## config.mk

```make
export PLATFORM = sky130hd
export DESIGN_NAME = pwm_carrier_gen
export DESIGN_NICKNAME = d
export VERILOG_FILES = /design/src/rtl/pwm_carrier_gen_pkg.sv /design/src/rtl/pwm_carrier_gen.sv
export SDC_FILE = /design/constraint.sdc
export NUM_CORES = 1
export LEC_CHECK = 0
export BUFFER_PORTS_ARGS = -buffer_cell sky130_fd_sc_hd__buf_2
export CORE_MARGIN = 2
export CORE_UTILIZATION = 50
export CTS_BUF_LIST = sky130_fd_sc_hd__clkbuf_8
export DETAILED_ROUTE_END_ITERATION = 8
export PLACE_DENSITY = 0.68
export SLEW_MARGIN = 20
export SYNTH_ARGS = -nofsm -noshare
export SYNTH_HDL_FRONTEND = slang
export SYNTH_SLANG_ARGS = --single-unit
```

## constraint.sdc

```tcl
create_clock -name clk -period 4.3 [get_ports clk]
set_clock_uncertainty 0.05 [all_clocks]
set_input_delay 0.645 -clock clk [delete_from_list [all_inputs] [get_ports clk]]
set_output_delay 0.645 -clock clk [all_outputs]
set_load 0.005 [all_outputs]
```

## src/rtl/pwm_carrier_gen_pkg.sv

```systemverilog
// Shared PWM types: on/off control, carrier mode and carrier direction.
// CARR_WIDTH keeps the carrier width identical across all channels.
`ifndef CARR_WIDTH
`define CARR_WIDTH 16
`endif

package pwm_carrier_gen_pkg;

  typedef enum logic {
    PWM_OFF = 1'b0,
    PWM_ON  = 1'b1
  } _pwm_onoff;

  typedef enum logic {
    CARR_SAW = 1'b0,
    CARR_TRI = 1'b1
  } _carr_mode;

  typedef enum logic {
    CARR_UP   = 1'b0,
    CARR_DOWN = 1'b1
  } _carr_dir;

endpackage

```

## src/rtl/pwm_carrier_gen.sv

```systemverilog
// Sawtooth/triangle carrier counter with zero/peak event pulses.
// Period and mode are shadowed and only take effect when the carrier returns to zero.
module pwm_carrier_gen
  import pwm_carrier_gen_pkg::*;
#(
  parameter int CNT_W = `CARR_WIDTH
) (
  input  logic             clk,
  input  logic             reset,
  input  _pwm_onoff        pwm_onoff,
  input  logic             tick,
  input  logic [CNT_W-1:0] period,
  input  _carr_mode        mode,
  input  logic [CNT_W-1:0] phase,
  input  _carr_dir         phase_dir,
  output logic [CNT_W-1:0] carrier,
  output _carr_dir         dir,
  output logic             zero_evt,
  output logic             peak_evt
);

  localparam logic [CNT_W-1:0] ONE = {{(CNT_W-1){1'b0}}, 1'b1};

  logic [CNT_W-1:0] carrier_reg, carrier_next;
  _carr_dir         dir_reg, dir_next;
  logic [CNT_W-1:0] p_act_reg, p_act_next;
  _carr_mode        m_act_reg, m_act_next;
  logic             zero_reg, zero_next;
  logic             peak_reg, peak_next;

  always_comb begin
    carrier_next = carrier_reg;
    dir_next     = dir_reg;
    p_act_next   = p_act_reg;
    m_act_next   = m_act_reg;
    zero_next    = 1'b0;
    peak_next    = 1'b0;

    if (pwm_onoff == PWM_OFF) begin
      p_act_next   = period;
      m_act_next   = mode;
      carrier_next = (phase > period) ? period : phase;
      dir_next     = (mode == CARR_TRI) ? phase_dir : CARR_UP;
    end else if (tick) begin
      if (m_act_reg == CARR_SAW) begin
        carrier_next = (carrier_reg >= p_act_reg) ? '0 : carrier_reg + ONE;
      end else if (dir_reg == CARR_UP) begin
        // A zero-length triangle must not underflow at P_act-1.
        if (p_act_reg == '0) begin
          carrier_next = '0;
        end else if (carrier_reg >= p_act_reg) begin
          carrier_next = p_act_reg - ONE;
          dir_next     = CARR_DOWN;
        end else begin
          carrier_next = carrier_reg + ONE;
          if (carrier_reg + ONE == p_act_reg) begin
            dir_next = CARR_DOWN;
          end
        end
      end else begin
        if (carrier_reg <= ONE) begin
          carrier_next = '0;
          dir_next     = CARR_UP;
        end else begin
          carrier_next = carrier_reg - ONE;
        end
      end

      zero_next = (carrier_next == '0);
      peak_next = (carrier_next == p_act_reg) && (p_act_reg != '0);

      if (zero_next) begin
        p_act_next = period;
        m_act_next = mode;
        if (mode == CARR_SAW) begin
          dir_next = CARR_UP;
        end
      end
    end
  end

  always_ff @(posedge clk) begin
    if (reset) begin
      carrier_reg <= '0;
      dir_reg     <= CARR_UP;
      p_act_reg   <= '0;
      m_act_reg   <= CARR_SAW;
      zero_reg    <= 1'b0;
      peak_reg    <= 1'b0;
    end else begin
      carrier_reg <= carrier_next;
      dir_reg     <= dir_next;
      p_act_reg   <= p_act_next;
      m_act_reg   <= m_act_next;
      zero_reg    <= zero_next;
      peak_reg    <= peak_next;
    end
  end

  assign carrier  = carrier_reg;
  assign dir      = dir_reg;
  assign zero_evt = zero_reg;
  assign peak_evt = peak_reg;

endmodule
```

After elaboration in Yosys (flattened, before gate mapping)
Cells that the tools add are included.

Register bits after elaboration: 36. Input bits: 38. Output and inout bits: 19. Logic and storage cells: 52.

$add $sub $neg: 3. $lt $le $gt $ge: 3. Equal/unequal tests: 4. Mux-type cells: 28. Bitwise logic cells: 2. Reduce and logical (&&, ||, !) cells: 6.

Operators with widths (count): 16-bit 2-to-1 mux (14); 16-bit equality test (2); 16-bit logical NOT (2); 16-bit by 1-bit subtractor with 16-bit output, second input constant (2); 16-bit by 1-bit adder with 16-bit output, second input constant (1); 16-bit greater-or-equal comparator (1); 16-bit greater-than comparator (1); 16-bit by 1-bit less-or-equal comparator with 1-bit output, second input constant (1); 16-bit nonzero test (1); 1-bit 2-to-1 mux (14); 2-bit by 1-bit != test with 1-bit output, second input constant (2); 3-bit OR reduction (1); 1-bit NOT (2); 2-bit AND reduction (1); 1-bit logical AND (1).

Logic depth before layout (Yosys ltp)
Depth after elaboration: 11. Mapped depth: 15. Mapped depth without buffers: 11.

Worst setup path after synthesis
OpenSTA, ideal clock, no wires.

Path kind: reg2reg. Start point: register p_act_reg[14]. End point: register p_act_reg[14]. Setup time: 72 ps. Data arrival time: 3376 ps. Data required time: 4178 ps. Slack: 803 ps. Cell stages (with the launch flop): 16. Buffers on the path: 4. Period minus slack after synthesis: 3497 ps. Cells stage by stage: dfxtp_1 clkbuf_1 inv_1 ha_1 a21oi_1 nand2_1 a221oi_1 clkbuf_1 nand3_1 o21a_1 o22ai_1 nor3_1 a41oi_1 buf_6 buf_6 mux2i_1.

Word-level cells in the longest chain between the ends: 10. Elaborated cells on any way between the ends: 13. Those cells by class: add/sub: 1; order compare: 1; eq/ne: 1; mux: 7; reduce/logical: 3.

RTL lines: start: declaration (RTL line pwm_carrier_gen.sv:26) `logic [CNT_W-1:0] p_act_reg, p_act_next;`; start signal: assignment (RTL line pwm_carrier_gen.sv:93) `p_act_reg <= p_act_next;`; 16-bit by 1-bit subtractor with 16-bit output or 16-bit greater-or-equal comparator (tied branches) (RTL line pwm_carrier_gen.sv:52, pwm_carrier_gen.sv:46, pwm_carrier_gen.sv:51); 16-bit 2-to-1 mux (RTL line pwm_carrier_gen.sv:51) `end else if (carrier_reg >= p_act_reg) begin`; 16-bit 2-to-1 mux (RTL line pwm_carrier_gen.sv:49) `if (p_act_reg == '0) begin`; 16-bit 2-to-1 mux (RTL line pwm_carrier_gen.sv:47) `end else if (dir_reg == CARR_UP) begin`; 16-bit 2-to-1 mux * (RTL line pwm_carrier_gen.sv:45) `if (m_act_reg == CARR_SAW) begin`; 16-bit 2-to-1 mux * (RTL line pwm_carrier_gen.sv:44) `end else if (tick) begin`; 16-bit 2-to-1 mux * (RTL line pwm_carrier_gen.sv:39) `if (pwm_onoff == PWM_OFF) begin`; 16-bit logical NOT * (RTL line pwm_carrier_gen.sv:69) `zero_next = (carrier_next == '0);`; 2-bit by 1-bit != test with 1-bit output (no line) *; 2-bit AND reduction (no line) *.

Every way passes the cells marked *; elsewhere a longest branch is shown, timed or not. The select of a mux whose other input is x is not followed. A chain may end at the register's enable or synchronous reset.

Final worst setup path
Start point: register p_act_reg[14]. End point: register p_act_reg[8].

Same word-level chain as after synthesis.

==> results.sh <==
export IMPL_clkPwrFrac_pct=15.7
export IMPL_drive_above_1_share_pct=17.8
export IMPL_synth_edf_count=0
export IMPL_fin_tns_setup_ns=0
export IMPL_yosys_area_top_type="dfxtp_1"
export IMPL_drt_wl_total_um=14700
export IMPL_drv_slew=0
export IMPL_p_sw_uw=595
export IMPL_cts_htree_levels=2
export IMPL_synth_common_cells="58 x xnor2_1, 57 x nand2_1, 49 x nor2_1, 42 x inv_1, 40 x a21oi_1"
export IMPL_worst_path_largest_cell_delay_ns=0.49
export IMPL_nets=716
export IMPL_worstSetupPathType="reg2reg"
export IMPL_outcome="finished, final reports clean"
export IMPL_cts_sinks=36
export IMPL_r2r_slack_ns=0.35
export IMPL_period_share_pct=91.9
export IMPL_ys_types=66
export IMPL_slowest_stage="dfxtp_1"
export IMPL_p_int_uw=783
export IMPL_drc=0
export IMPL_grt_use_total_pct=31.0
export IMPL_synthMostInstantiatedCell="xnor2_1"
export IMPL_die_height_um=97.7
export IMPL_cp_arrival_ns=4.05
export IMPL_seq_area_frac_synth_pct=16.4
export IMPL_min_delay_start="p_act_reg[15]"
export IMPL_critPathMaxFanout=17
export IMPL_combPwrFrac_pct=55.0
export IMPL_vias=4535
export IMPL_drt_iter0_markers=347
export IMPL_hold_viol_final=0
export IMPL_post_cts_buffers=0
export IMPL_hold_end="p_act_reg[15]"
export IMPL_synth_fp_nets=662
export IMPL_crit_buf_inv=3
export IMPL_dp_slack_ns=0.335
export IMPL_cts_resized_gates=0
export IMPL_ff2ff_path_depth=13
export IMPL_vias_per_cell=6.05
export IMPL_root_buffer="clkbuf_8"
export IMPL_wl_per_cell_um=19.6
export IMPL_seqPwrFrac_pct=29.3
export IMPL_max_freq_mhz=253
export IMPL_clock_path_buffers=2
export IMPL_portBuffers=56
export IMPL_ioPinCount=57
export IMPL_hpwlAfterDp_um=12000
export IMPL_endpoint_kind="flip-flop"
export IMPL_dr_pass1_iters=5
export IMPL_grt_max_degree=45
export IMPL_gr_total_overflow=0
export IMPL_cap_violations=0
export IMPL_core_area_um2=8640
export IMPL_dieArea_um2=9550
export IMPL_synthesis_area_um2=4390
export IMPL_start_util_pct=50.8
export IMPL_grt_pass1_vias=4469
export IMPL_ir_drop_uv=152
export IMPL_gp_congestion=1.03
export IMPL_p_per_area_nw_per_um2=279
export IMPL_die_w_um=97.7
export IMPL_crit_chain="inv_1 -> ha_1 -> nand4_1 -> nor3_1 -> a32oi_2 -> buf_4 -> a211oi_1 -> a21oi_1 -> a2111o_1 -> nor4_2 -> a41oi_2 -> buf_4 -> mux2i_1"
export IMPL_path_clk_slew_ns=0.06
export IMPL_clk_latency_ns=0.28
export IMPL_nFillCells=880
export IMPL_area_growth_pct=12.6
export IMPL_async_flop_share_pct=0
export IMPL_netlist_instances=587
export IMPL_period_minus_slack_ns=3.95
export IMPL_cts_buffers=5
export IMPL_total_power_mw=1.38
export IMPL_placementRows=34
export IMPL_worst_r2r_endpoint="p_act_reg[8]"
export IMPL_antenna_found_initial=0
export IMPL_setup_ws_ns=0.350
export IMPL_syn_area_per_cell_um2=7.48
export IMPL_netlist_area_leader_share_pct=16.4
export IMPL_antenna_left=0
export IMPL_ys_seq_elements=36
export IMPL_hold_path_class="reg2reg"
export IMPL_required_ns=4.40
export IMPL_ctsHoldBuffers=0
export IMPL_worst_slew_pin_slew_ns=0.944
export IMPL_switching_share_pct=43.2
export IMPL_slew_headroom_pct=37.0
export IMPL_cpMostUsedCell="buf_4"
export IMPL_yosysWarnings=0
export IMPL_setup_viol=0
export IMPL_synthFlopType="dfxtp_1"
export IMPL_power_leakage_nw=2.11
export IMPL_synth_area_leaders="dfxtp_1 16%, xnor2_1 12%, ha_1 11%, mux2i_1 7.5%, nand2_1 4.9%"
export IMPL_crit_family="compound AO/OA/AOI/OAI gates"
export IMPL_rsz0062_at_grt="no"
export IMPL_antenna_cells=0
export IMPL_cts_tree="yes"
export IMPL_grt_pass1_wl_um=23700
export IMPL_start_kind="flip-flop"
export IMPL_hold_depth=2
export IMPL_timing_rr_start="p_act_reg[14]"
==> worst max-delay path by stage <==
stage / to / depth (start not counted) / slack (ns) / start
floorplan: p_act_reg[14] / 15 / 0.80 / p_act_reg[14]
global placement: p_act_reg[5] / 12 / 0.40 / p_act_reg[0]
detailed placement: p_act_reg[4] / 12 / 0.34 / p_act_reg[0]
CTS: p_act_reg[8] / 12 / 0.31 / p_act_reg[0]
global route: p_act_reg[5] / 13 / 0.09 / p_act_reg[13]
finish: p_act_reg[8] / 13 / 0.35 / p_act_reg[14]
==> logic make-up (layout without fill, tap and decap cells) <==
| family | after synthesis | in the layout | share of synthesized area [%] |
|---|---|---|---|
| simple gates | 203 | 203 | 23.9 |
| compound gates | 125 | 125 | 19.4 |
| buf+inv | 82 | 136 | 7.89 |
| xor+xnor | 69 | 69 | 13.8 |
| fa+ha+maj | 37 | 37 | 10.5 |
| flops | 36 | 36 | 16.4 |
| mux | 35 | 35 | 8.04 |
==> per-stage QoR <==
step / area [um^2] / hold WS, ns / instances / util, %
after floorplan: 4390 / 0.425 / 587 / -
after global placement: 4860 / 0.469 / 742 / 56.2
after detailed placement: 4860 / 0.477 / 742 / 56.2
after CTS: 4930 / 0.485 / 749 / 57.1
after global routing: 4940 / 0.518 / 749 / 57.2
final: 4940 / 0.488 / 749 / 57.2
==> placed cells by master, fill, tap and decap left out, types with 11 or more instances in the layout <==
| cell type | n |
|---|---|
| xnor2_1 | 58 |
| nand2_1 | 57 |
| buf_2 | 56 |
| nor2_1 | 49 |
| inv_1 | 43 |
| a21oi_1 | 39 |
| ha_1 | 37 |
| dfxtp_1 | 36 |
| mux2i_1 | 33 |
| buf_4 | 30 |
| o21ai_0 | 18 |
| a211oi_1 | 17 |
| nand3_1 | 15 |
| nand4_1 | 15 |
| nor3_1 | 14 |
| nor4_1 | 14 |
| xor2_1 | 11 |
==> routing by layer <==
metal / track usage [%] / wire length, um / up-vias
met3: 2.95 / 962 / 42
met1: 43.6 / 6680 / 2064
met4: 13.6 / 584 / 0
li1: - / - / 2215
met2: 48.4 / 6470 / 214
met5: 0 / 0 / -
==> worst register-to-register path, delay by kind of cell (launching register included) <==
| family | cells | cell delay, ns |
|---|---|---|
| compound gates | 5 | 1.21 |
| mux | 1 | 0.16 |
| fa+ha+maj | 1 | 0.35 |
| buf+inv | 3 | 0.67 |
| flops | 1 | 0.49 |
| simple gates | 3 | 0.90 |
==> final cells by class <==
class	instances	area, um^2	area share, %
well taps	108	135	2.73
multi-input cells	469	3340	67.6
repair buffers	86	505	10.2
inverters	43	161	3.27
clock buffers	5	68.8	1.39
flip-flops and latches	36	721	14.6
clock inverters	2	8.76	0.177
==> power by group through the flow <==
| stage | logic [mW] | clock network, mW | registers, mW |
|---|---|---|---|
| final | 0.758 | 0.216 | 0.405 |
| after global routing | 0.829 | 0.236 | 0.409 |
| after CTS | 0.744 | 0.220 | 0.403 |
| after detailed placement | 0.740 | 0 | 0.411 |
| after global placement | 0.739 | 0 | 0.410 |
| after floorplan | 0.524 | 0 | 0.396 |
No activity file was read; power rests on OpenSTA's default activity.
